==> config.mk <==
export PLATFORM = sky130hd
export DESIGN_NAME = pipe_mem_arbiter
export DESIGN_NICKNAME = d
export VERILOG_FILES = /design/src/rtl/pipe_mem_arbiter_pkg.sv /design/src/rtl/pipe_mem_arbiter_rr_pick.sv /design/src/rtl/pipe_mem_arbiter.sv
export SDC_FILE = /design/constraint.sdc
export NUM_CORES = 1
export LEC_CHECK = 0
export ABC_AREA = 1
export CAP_MARGIN = 20
export CORE_ASPECT_RATIO = 0.7
export CORE_MARGIN = 5
export CORE_UTILIZATION = 25
export DETAILED_ROUTE_END_ITERATION = 10
export GPL_ROUTABILITY_DRIVEN = 1
export PLACE_DENSITY = 0.7
export SLEW_MARGIN = 20
export SYNTH_ARGS = -nofsm -noshare
export SYNTH_HDL_FRONTEND = slang
export SYNTH_SLANG_ARGS = --single-unit
==> constraint.sdc <==
create_clock -name clk -period 3.1 [get_ports clk]
set_input_delay 0.465 -clock clk [delete_from_list [all_inputs] [get_ports clk]]
set_output_delay 0.465 -clock clk [all_outputs]
set_load 0.01 [all_outputs]
==> src/rtl/pipe_mem_arbiter_pkg.sv <==
// Shared constants for the buffer-memory arbiter: default requester indices and
// the index-width helper used to size owner/burst registers.
package pipe_mem_arbiter_pkg;

    localparam int REQ_PIPE_IN  = 0;
    localparam int REQ_RX       = 1;
    localparam int REQ_PIPE_OUT = 2;

    // Width needed to hold an index 0..n-1, never less than one bit.
    function automatic int idx_width(input int n);
        return (n <= 2) ? 1 : $clog2(n);
    endfunction

endpackage

==> src/rtl/pipe_mem_arbiter_rr_pick.sv <==
// Combinational round-robin picker: first set request scanning from start,
// wrapping around, returned both one-hot and as an index.
module rr_pick #(
    parameter int N  = 3,
    parameter int IW = 2
) (
    input  logic [N-1:0]  req,
    input  logic [IW-1:0] start,
    output logic [N-1:0]  pick_oh,
    output logic [IW-1:0] pick_idx,
    output logic          pick_any
);

    int j;

    always_comb begin
        pick_oh  = '0;
        pick_idx = '0;
        pick_any = 1'b0;
        j        = 0;
        for (int k = 0; k < N; k++) begin
            j = (int'(start) + k) % N;
            if (!pick_any && req[j]) begin
                pick_any   = 1'b1;
                pick_oh[j] = 1'b1;
                pick_idx   = IW'(j);
            end
        end
    end

endmodule

==> src/rtl/pipe_mem_arbiter.sv <==
// Round-robin, burst-bounded arbiter sharing one single-port sync-read RAM.
// Optional `ARB_STATS_EN adds saturating per-requester grant counters.
module pipe_mem_arbiter
    import pipe_mem_arbiter_pkg::*;
#(
    parameter int MEM_ADDR_WIDTH = 5,
    parameter int MEM_DATA_WIDTH = 16,
    parameter int N_REQ          = 3,
    parameter int MAX_BURST      = 4
) (
    input  logic                              clk,
    input  logic                              rst_n,
    input  logic [N_REQ-1:0]                  req,
    input  logic [N_REQ-1:0]                  we,
    input  logic [N_REQ*MEM_ADDR_WIDTH-1:0]   addr,
    input  logic [N_REQ*MEM_DATA_WIDTH-1:0]   wdata,
    output logic [N_REQ-1:0]                  gnt,
    output logic [N_REQ-1:0]                  rvalid,
    output logic [MEM_DATA_WIDTH-1:0]         rdata,
    output logic                              mem_en,
    output logic                              mem_we,
    output logic [MEM_ADDR_WIDTH-1:0]         mem_addr,
    output logic [MEM_DATA_WIDTH-1:0]         mem_wdata,
    input  logic [MEM_DATA_WIDTH-1:0]         mem_rdata
`ifdef ARB_STATS_EN
    ,
    input  logic                              stats_clr,
    output logic [N_REQ*16-1:0]               grant_cnt
`endif
);

    localparam int IW = idx_width(N_REQ);
    localparam int BW = idx_width(MAX_BURST);
    localparam logic [BW-1:0] BURST_LAST = BW'(MAX_BURST - 1);

    logic [IW-1:0]    owner_q, owner_d, start_idx, pick_idx, sel_idx;
    logic [BW-1:0]    burst_cnt_q, burst_cnt_d;
    logic [N_REQ-1:0] rd_pend_q, rd_pend_d, pick_oh;
    logic             hold_q, hold_d;
    logic             pick_any, keep_owner;

    assign start_idx = (owner_q == IW'(N_REQ - 1)) ? '0 : owner_q + IW'(1);

    rr_pick #(
        .N  (N_REQ),
        .IW (IW)
    ) u_rr_pick (
        .req      (req),
        .start    (start_idx),
        .pick_oh  (pick_oh),
        .pick_idx (pick_idx),
        .pick_any (pick_any)
    );

    // hold_q is clear out of reset so the reset owner cannot extend a burst it
    // never started; the first grant then goes round-robin from requester 0.
    always_comb begin
        owner_d     = owner_q;
        burst_cnt_d = burst_cnt_q;
        hold_d      = hold_q;
        sel_idx     = owner_q;
        gnt         = '0;
        keep_owner  = hold_q && req[owner_q] && (burst_cnt_q < BURST_LAST);
        if (keep_owner) begin
            gnt[owner_q] = 1'b1;
            burst_cnt_d  = burst_cnt_q + BW'(1);
        end else if (pick_any) begin
            gnt         = pick_oh;
            sel_idx     = pick_idx;
            owner_d     = pick_idx;
            burst_cnt_d = '0;
        end
        if (!rst_n) begin
            gnt = '0;
        end
        if (|gnt) begin
            hold_d = 1'b1;
        end
        mem_en    = |gnt;
        mem_we    = mem_en & we[sel_idx];
        mem_addr  = addr[int'(sel_idx)*MEM_ADDR_WIDTH +: MEM_ADDR_WIDTH];
        mem_wdata = wdata[int'(sel_idx)*MEM_DATA_WIDTH +: MEM_DATA_WIDTH];
        rd_pend_d = gnt & ~we;
    end

    always_ff @(posedge clk) begin
        if (!rst_n) begin
            owner_q     <= IW'(N_REQ - 1);
            burst_cnt_q <= '0;
            rd_pend_q   <= '0;
            hold_q      <= 1'b0;
        end else begin
            owner_q     <= owner_d;
            burst_cnt_q <= burst_cnt_d;
            rd_pend_q   <= rd_pend_d;
            hold_q      <= hold_d;
        end
    end

    // Gating with rst_n hides a read that was granted just before reset.
    assign rvalid = rd_pend_q & {N_REQ{rst_n}};
    assign rdata  = mem_rdata;

`ifdef ARB_STATS_EN
    logic [N_REQ*16-1:0] grant_cnt_q, grant_cnt_d;

    always_comb begin
        grant_cnt_d = grant_cnt_q;
        for (int i = 0; i < N_REQ; i++) begin
            if (stats_clr) begin
                grant_cnt_d[i*16 +: 16] = '0;
            end else if (gnt[i] && (grant_cnt_q[i*16 +: 16] != 16'hFFFF)) begin
                grant_cnt_d[i*16 +: 16] = grant_cnt_q[i*16 +: 16] + 16'd1;
            end
        end
    end

    always_ff @(posedge clk) begin
        if (!rst_n) begin
            grant_cnt_q <= '0;
        end else begin
            grant_cnt_q <= grant_cnt_d;
        end
    end

    assign grant_cnt = grant_cnt_q;
`endif

endmodule

==> After elaboration in Yosys (flattened, before gate mapping) <==
Cells that the tools add are included.
{ "op_classes": {"n_addsub": 4, "mul": 1, "n_div": 3, "order_cmp": 10, "eq_ne": 1, "n_shift": 2, "mux": 38, "bitwise_logic": 6, "n_reduce_logical": 12} }
{ "ops": {"columns": ["cell", "n"], "rows": [
  ["32-bit by 1-bit greater-or-equal comparator with 1-bit output (second input constant)", 3],
  ["32-bit by 4-bit less-than comparator with 1-bit output (second input constant)", 3],
  ["32-bit by 3-bit remainder unit with 32-bit output (second input constant)", 2],
  ["48-bit by 7-bit indexed part select with 16-bit output", 1],
  ["3-bit by 3-bit remainder unit with 32-bit output (second input constant)", 1],
  ["3-bit two-way mux", 6],
  ["2-bit two-way mux", 8],
  ["1-bit two-way mux", 15],
  ["15-bit by 6-bit indexed part select with 5-bit output", 1],
  ["1-bit binary-select mux with 2-bit select", 5],
  ["1-bit demux with 2-bit select", 4],
  ["1-bit logical AND", 8],
  ["3-bit AND", 2],
  ["2-bit by 3-bit less-than comparator with 1-bit output (second input constant)", 2],
  ["3-bit OR", 2],
  ["2-bit by 3-bit multiplier with 5-bit output (second input constant)", 1],
  ["2-bit by 1-bit adder with 2-bit output (second input constant)", 2],
  ["2-bit by 1-bit adder with 3-bit output (second input constant)", 1],
  ["2-bit by 2-bit adder with 3-bit output (second input constant)", 1],
  ["3-bit NOT", 1],
  ["3-bit OR reduction", 1],
  ["2-bit equality test (second input constant)", 1],
  ["2-bit by 1-bit greater-or-equal comparator with 1-bit output (second input constant)", 1],
  ["1-bit logical NOT", 2],
  ["3 further kinds", 3]
]} }
{ "word_totals": {"reg_bits": 8, "inputBits": 87, "wordCells": 81} }

==> Longest topological paths before layout <==
{ "depth": {"ltp_word": 18, "depth_mapped": 15} }

==> By module <==
A second synthesis with hierarchy kept.
{ "unflattened": {"cells_unflattened": 257, "area_unflattened_um2": 1461.4} }
{ "by_module_without_submodules": {"columns": ["mod", "instances", "cells_each", "area_each_um2", "seq_area_each_um2"], "rows": [
  ["pipe_mem_arbiter", 1, 196, 1141.1, 160.2],
  ["rr_pick", 1, 61, 320.3, 0.0]
]} }

==> Worst setup path before layout <==
Ideal clock, no wire load.
{ "synth_timing": {"kind": "flip-flop to output port", "startpoint": "register owner_q[0]", "endpoint": "output port mem_wdata[0]", "arrival_time_ns": 1.694, "required_time_ns": 2.635, "setup_slack_ns": 0.941, "stages_incl_launch_ff": 12, "n_path_buf": 2, "path_cell_list": "dfxtp_1 buf_4 nor2_2 nand2_1 nand3_4 nand2_1 nand2_2 nor2_2 a21oi_4 buf_2 o21ai_0 o21ai_1"} }
{ "synth_between": {"elab_chain_cells": 16, "elab_cells_between_ends": 34, "cone_classes": "3 x add/sub; 3 x div; 1 x eq/ne; 1 x shift; 20 x mux; 6 x reduce/logical"} }
{ "synth_lines": {"columns": ["item", "line", "source"], "rows": [
  ["from (decl)", "pipe_mem_arbiter.sv:36", "logic [IW-1:0] owner_q, owner_d, start_idx, pick_idx, sel_idx;"],
  ["from (signal assigned)", "pipe_mem_arbiter.sv:88", "owner_q <= IW'(N_REQ - 1);"],
  ["from (signal assigned)", "pipe_mem_arbiter.sv:93", "owner_q <= owner_d;"],
  ["parallel branches: the longest is 14 deep, another holds 32-bit by 3-bit remainder unit with 32-bit output", null, null],
  ["2-bit two-way mux *", "pipe_mem_arbiter.sv:64", "if (keep_owner) begin"],
  ["48-bit by 7-bit indexed part select with 16-bit output *", "pipe_mem_arbiter.sv:82", "mem_wdata = wdata[int'(sel_idx)*MEM_DATA_WIDTH +: MEM_DATA_WIDTH];"],
  ["to (decl)", "pipe_mem_arbiter.sv:23", "output logic [MEM_DATA_WIDTH-1:0] mem_wdata,"]
]} }
Every way passes the cells marked *. The select of a mux whose other input is x is not followed.

==> Final worst setup path <==
{ "layout_timing": {"startpoint": "input port req[2]", "endpoint": "output port gnt[1]"} }
{ "layout_between": {"elab_chain_cells": 13, "elab_cells_between_ends": 28, "cone_classes": "20 x mux; 2 x bitwise; 6 x reduce/logical"} }
{ "layout_lines": {"columns": ["item", "line", "source"], "rows": [
  ["from (decl)", "pipe_mem_arbiter.sv:13", "input logic [N_REQ-1:0] req,"],
  ["1-bit binary-select mux with 2-bit select", "pipe_mem_arbiter_rr_pick.sv:23", "if (!pick_any && req[j]) begin"],
  ["1-bit two-way mux (implied by the code) (2 in series)", "pipe_mem_arbiter_rr_pick.sv:23", null],
  ["1-bit two-way mux", "pipe_mem_arbiter_rr_pick.sv:23", null],
  ["1-bit logical NOT", "pipe_mem_arbiter_rr_pick.sv:23", null],
  ["1-bit logical AND", "pipe_mem_arbiter_rr_pick.sv:23", null],
  ["1-bit two-way mux", "pipe_mem_arbiter_rr_pick.sv:23", null],
  ["1-bit logical NOT", "pipe_mem_arbiter_rr_pick.sv:23", null],
  ["1-bit logical AND", "pipe_mem_arbiter_rr_pick.sv:23", null],
  ["3-bit two-way mux / 1-bit two-way mux (equally long branches)", "pipe_mem_arbiter_rr_pick.sv:23", null],
  ["3-bit two-way mux", "pipe_mem_arbiter.sv:67", "end else if (pick_any) begin"],
  ["3-bit two-way mux *", "pipe_mem_arbiter.sv:64", null],
  ["3-bit two-way mux *", "pipe_mem_arbiter.sv:73", "if (!rst_n) begin"],
  ["to (decl)", "pipe_mem_arbiter.sv:17", "output logic [N_REQ-1:0] gnt,"]
]} }
Mark *: on every way between the ends. The rest lies on a longest branch, timed or not. The select of a mux whose other input is x is not followed.

==> results.json <==
{
  "post-route-period-util_pct": 93.6,
  "h-tree-depth": 1,
  "tns_ns": 0,
  "grt_pass1_wl_um": 7410,
  "cts_sinks": 8,
  "critPathArrivalTime_ns": 2.44,
  "fmax_mhz": 345,
  "root_buffer": "clkbuf_8",
  "ys_warn_count": 0,
  "critPathMaxFanout": 4,
  "finalWirelength_um": 4830,
  "grt_overflow_total": 0,
  "synth-seq-area-share_pct": 12.9,
  "power.switching_uw": 648,
  "diodes": 0,
  "cts_hold_buf": 0,
  "drive_gt1_share_pct": 19.7,
  "powerDensity_mw_per_mm2": 608,
  "clk_latency_ns": 0.22,
  "tightest_slew_ns": 0.382,
  "synth_area_mm2": 0.00124,
  "io_buffer_count": 99,
  "die_area_mm2": 0.00650,
  "hold_viol": 0,
  "hold_class": "flop to flop",
  "slew_headroom_pct": 74.5,
  "synth_cells": 212,
  "fillers": 502,
  "cp-start-kind": "input port",
  "place_area_mm2": 0.00229,
  "clk_pin_slew_worst_paths_ns": 0.04,
  "cts_tree": "built",
  "report.final.slew_viol_count": 0,
  "pwr-share-clk_pct": 8.9,
  "fp.dieH_um": 69.0,
  "fin_nets": 394,
  "fin_crit_ns": 2.90,
  "final_cell_area_mm2": 0.00223,
  "syn_area_per_cell_um2": 5.86,
  "synth-seq-cells": 8,
  "grt_max_degree": 22,
  "fin_hold_ws_ns": 0.471,
  "setup_viol": 0,
  "area_delta_synth_final_pct": 79.7,
  "globalplace.congestion": 0.838,
  "hpwl_um": 4110,
  "worst_setup_path_end_kind": "output port",
  "core_area_mm2": 0.00481,
  "drt-initial-drc-count": 72,
  "row_count": 21,
  "p_leak_uw": 0.00102,
  "p_sw_share_pct": 47.8,
  "synth_nets": 300,
  "cts_buffer_depth": 2,
  "drv_cap": 0,
  "viasPerCell": 4.47,
  "vias": 1668,
  "outcome": "complete, no violations",
  "skew_ns": 0.00104,
  "p_seq_share_pct": 10.5,
  "peakVddDrop_v": 0.000226,
  "detail-route-antenna-nets": 0,
  "first_pass_iters": 4,
  "first_global_vias": 1683,
  "drc_errors": 0,
  "combPwrFrac_pct": 80.6,
  "power.internal_uw": 708,
  "track_usage_pct": 14.1,
  "initial_core_util_pct": 25.8,
  "wl_per_cell_um": 12.9,
  "cts_setup_buffers": 0,
  "die_x_um": 94.3,
  "yosysUniqueCellTypes": 26,
  "numCtsBuffers": 3,
  "path_class": "input port to output port",
  "cp.required_ns": 2.63,
  "grt_setup_unrepaired": "false",
  "antenna_found_initial": 0,
  "io_pins": 132
}
-- flip-flops by register name (all words and copies together) (netlist names) --
signal,count
rd_pend_q,3
burst_cnt_q,2
owner_q,2
hold_q,1
-- layer usage --
metal | track usage (%) | wire [um]
met1 | 16.9 | 2030
met2 | 25.5 | 2310
met4 | 2.34 | 8
met5 | 0 | 0
met3 | 4.34 | 485
-- logic make-up after synthesis --
logic type,share of synthesized area (%)
simple gates,32.6
compound gates,31.4
buf+inv,22.1
fa+ha+maj,1.01
flops,12.9
-- worst max-delay path: stages --
cell,delay [ns]
clkdlybuf4s50_1,0.51
inv_1,0.08
nand2_1,0.11
inv_1,0.05
nor2_1,0.13
nand2_1,0.07
nand2_1,0.06
nand2_1,0.08
o21ai_0,0.16
inv_1,0.07
nor2_1,0.11
clkdlybuf4s50_1,0.56
-- placed cells by master (no fill, tap or decap) --
| cell type | n |
|---|---|
| buf_12 | 3 |
| o21ai_1 | 31 |
| nand3_1 | 6 |
| nand2_4 | 1 |
| nor2_4 | 1 |
| buf_4 | 14 |
| inv_2 | 1 |
| nand3_4 | 1 |
| o21ai_0 | 13 |
| clkbuf_8 | 3 |
| nor4_1 | 1 |
| dlymetal6s2s_1 | 1 |
| nor2_1 | 8 |
| nand2_1 | 48 |
| o211ai_1 | 2 |
| nand3_2 | 6 |
| a21oi_1 | 25 |
| nor3_1 | 2 |
| inv_1 | 20 |
| a211oi_1 | 1 |
| a31oi_1 | 1 |
| ha_1 | 1 |
| dfxtp_1 | 8 |
| nor2_2 | 3 |
| a21oi_4 | 1 |
| clkbuf_2 | 22 |
| nand2_8 | 1 |
| nand2_2 | 3 |
| clkdlybuf4s50_1 | 76 |
-- timing repair --
| action | in CTS | in global routing |
|---|---|---|
| resized for setup | 22 | 48 |
| pin swaps | 0 | 0 |
| endpoints found under the setup margin | 22 | 23 |
-- area by class of cell --
| class | count | area, um2 | area share [%] |
|---|---|---|---|
| clock buffer | 3 | 41.3 | 1.85 |
| inverter | 21 | 78.8 | 3.53 |
| multi-input combinational | 156 | 817 | 36.6 |
| sequential | 8 | 160 | 7.17 |
| tap | 69 | 86.3 | 3.87 |
| timing repair buffer | 116 | 1050 | 47.0 |
-- cells in the mapped netlist, drive strengths merged --
master	number	area, um2
a31oi	1	6.26
a211oi	1	7.51
dfxtp	8	160
nor4	1	6.26
o21ai	44	220
inv	21	78.8
nor2	12	60.1
a21oi	26	141
buf	27	195
nand2	53	221
ha	1	12.5
nor3	2	10.0
o211ai	2	15.0
nand3	13	108
-- metrics by stage --
step	util [%]	instances	total power (uW)	worst slack, ns
floorplan	-	212	779	0.941
global placement	47.6	370	1390	-0.149
detailed placement	47.6	370	1390	-0.194
CTS	47.9	373	1400	0.0522
global route	46.4	373	1490	0.00464
finish	46.4	373	1360	0.197
-- power by group through the flow --
stage          logic, uW  registers, uW  clock network (uW)
2_1_floorplan        650            129                   0
3_3_place_gp        1240            144                   0
3_5_place_dp        1250            144                   0
4_1_cts             1130            142                 126
5_1_grt             1210            144                 132
6_report            1090            142                 121
-- final timing paths --
kind                                        to  depth (start not counted)  slack (ns)            from
worst max-delay path                    gnt[1]                         12        0.20          req[2]
worst min-delay path            burst_cnt_q[1]                          2        0.47  burst_cnt_q[1]
worst max register to register    rd_pend_q[2]                          9        1.34      owner_q[0]
worst min register to register  burst_cnt_q[1]                          2        0.47  burst_cnt_q[1]
No activity file was read; power rests on OpenSTA's default activity.
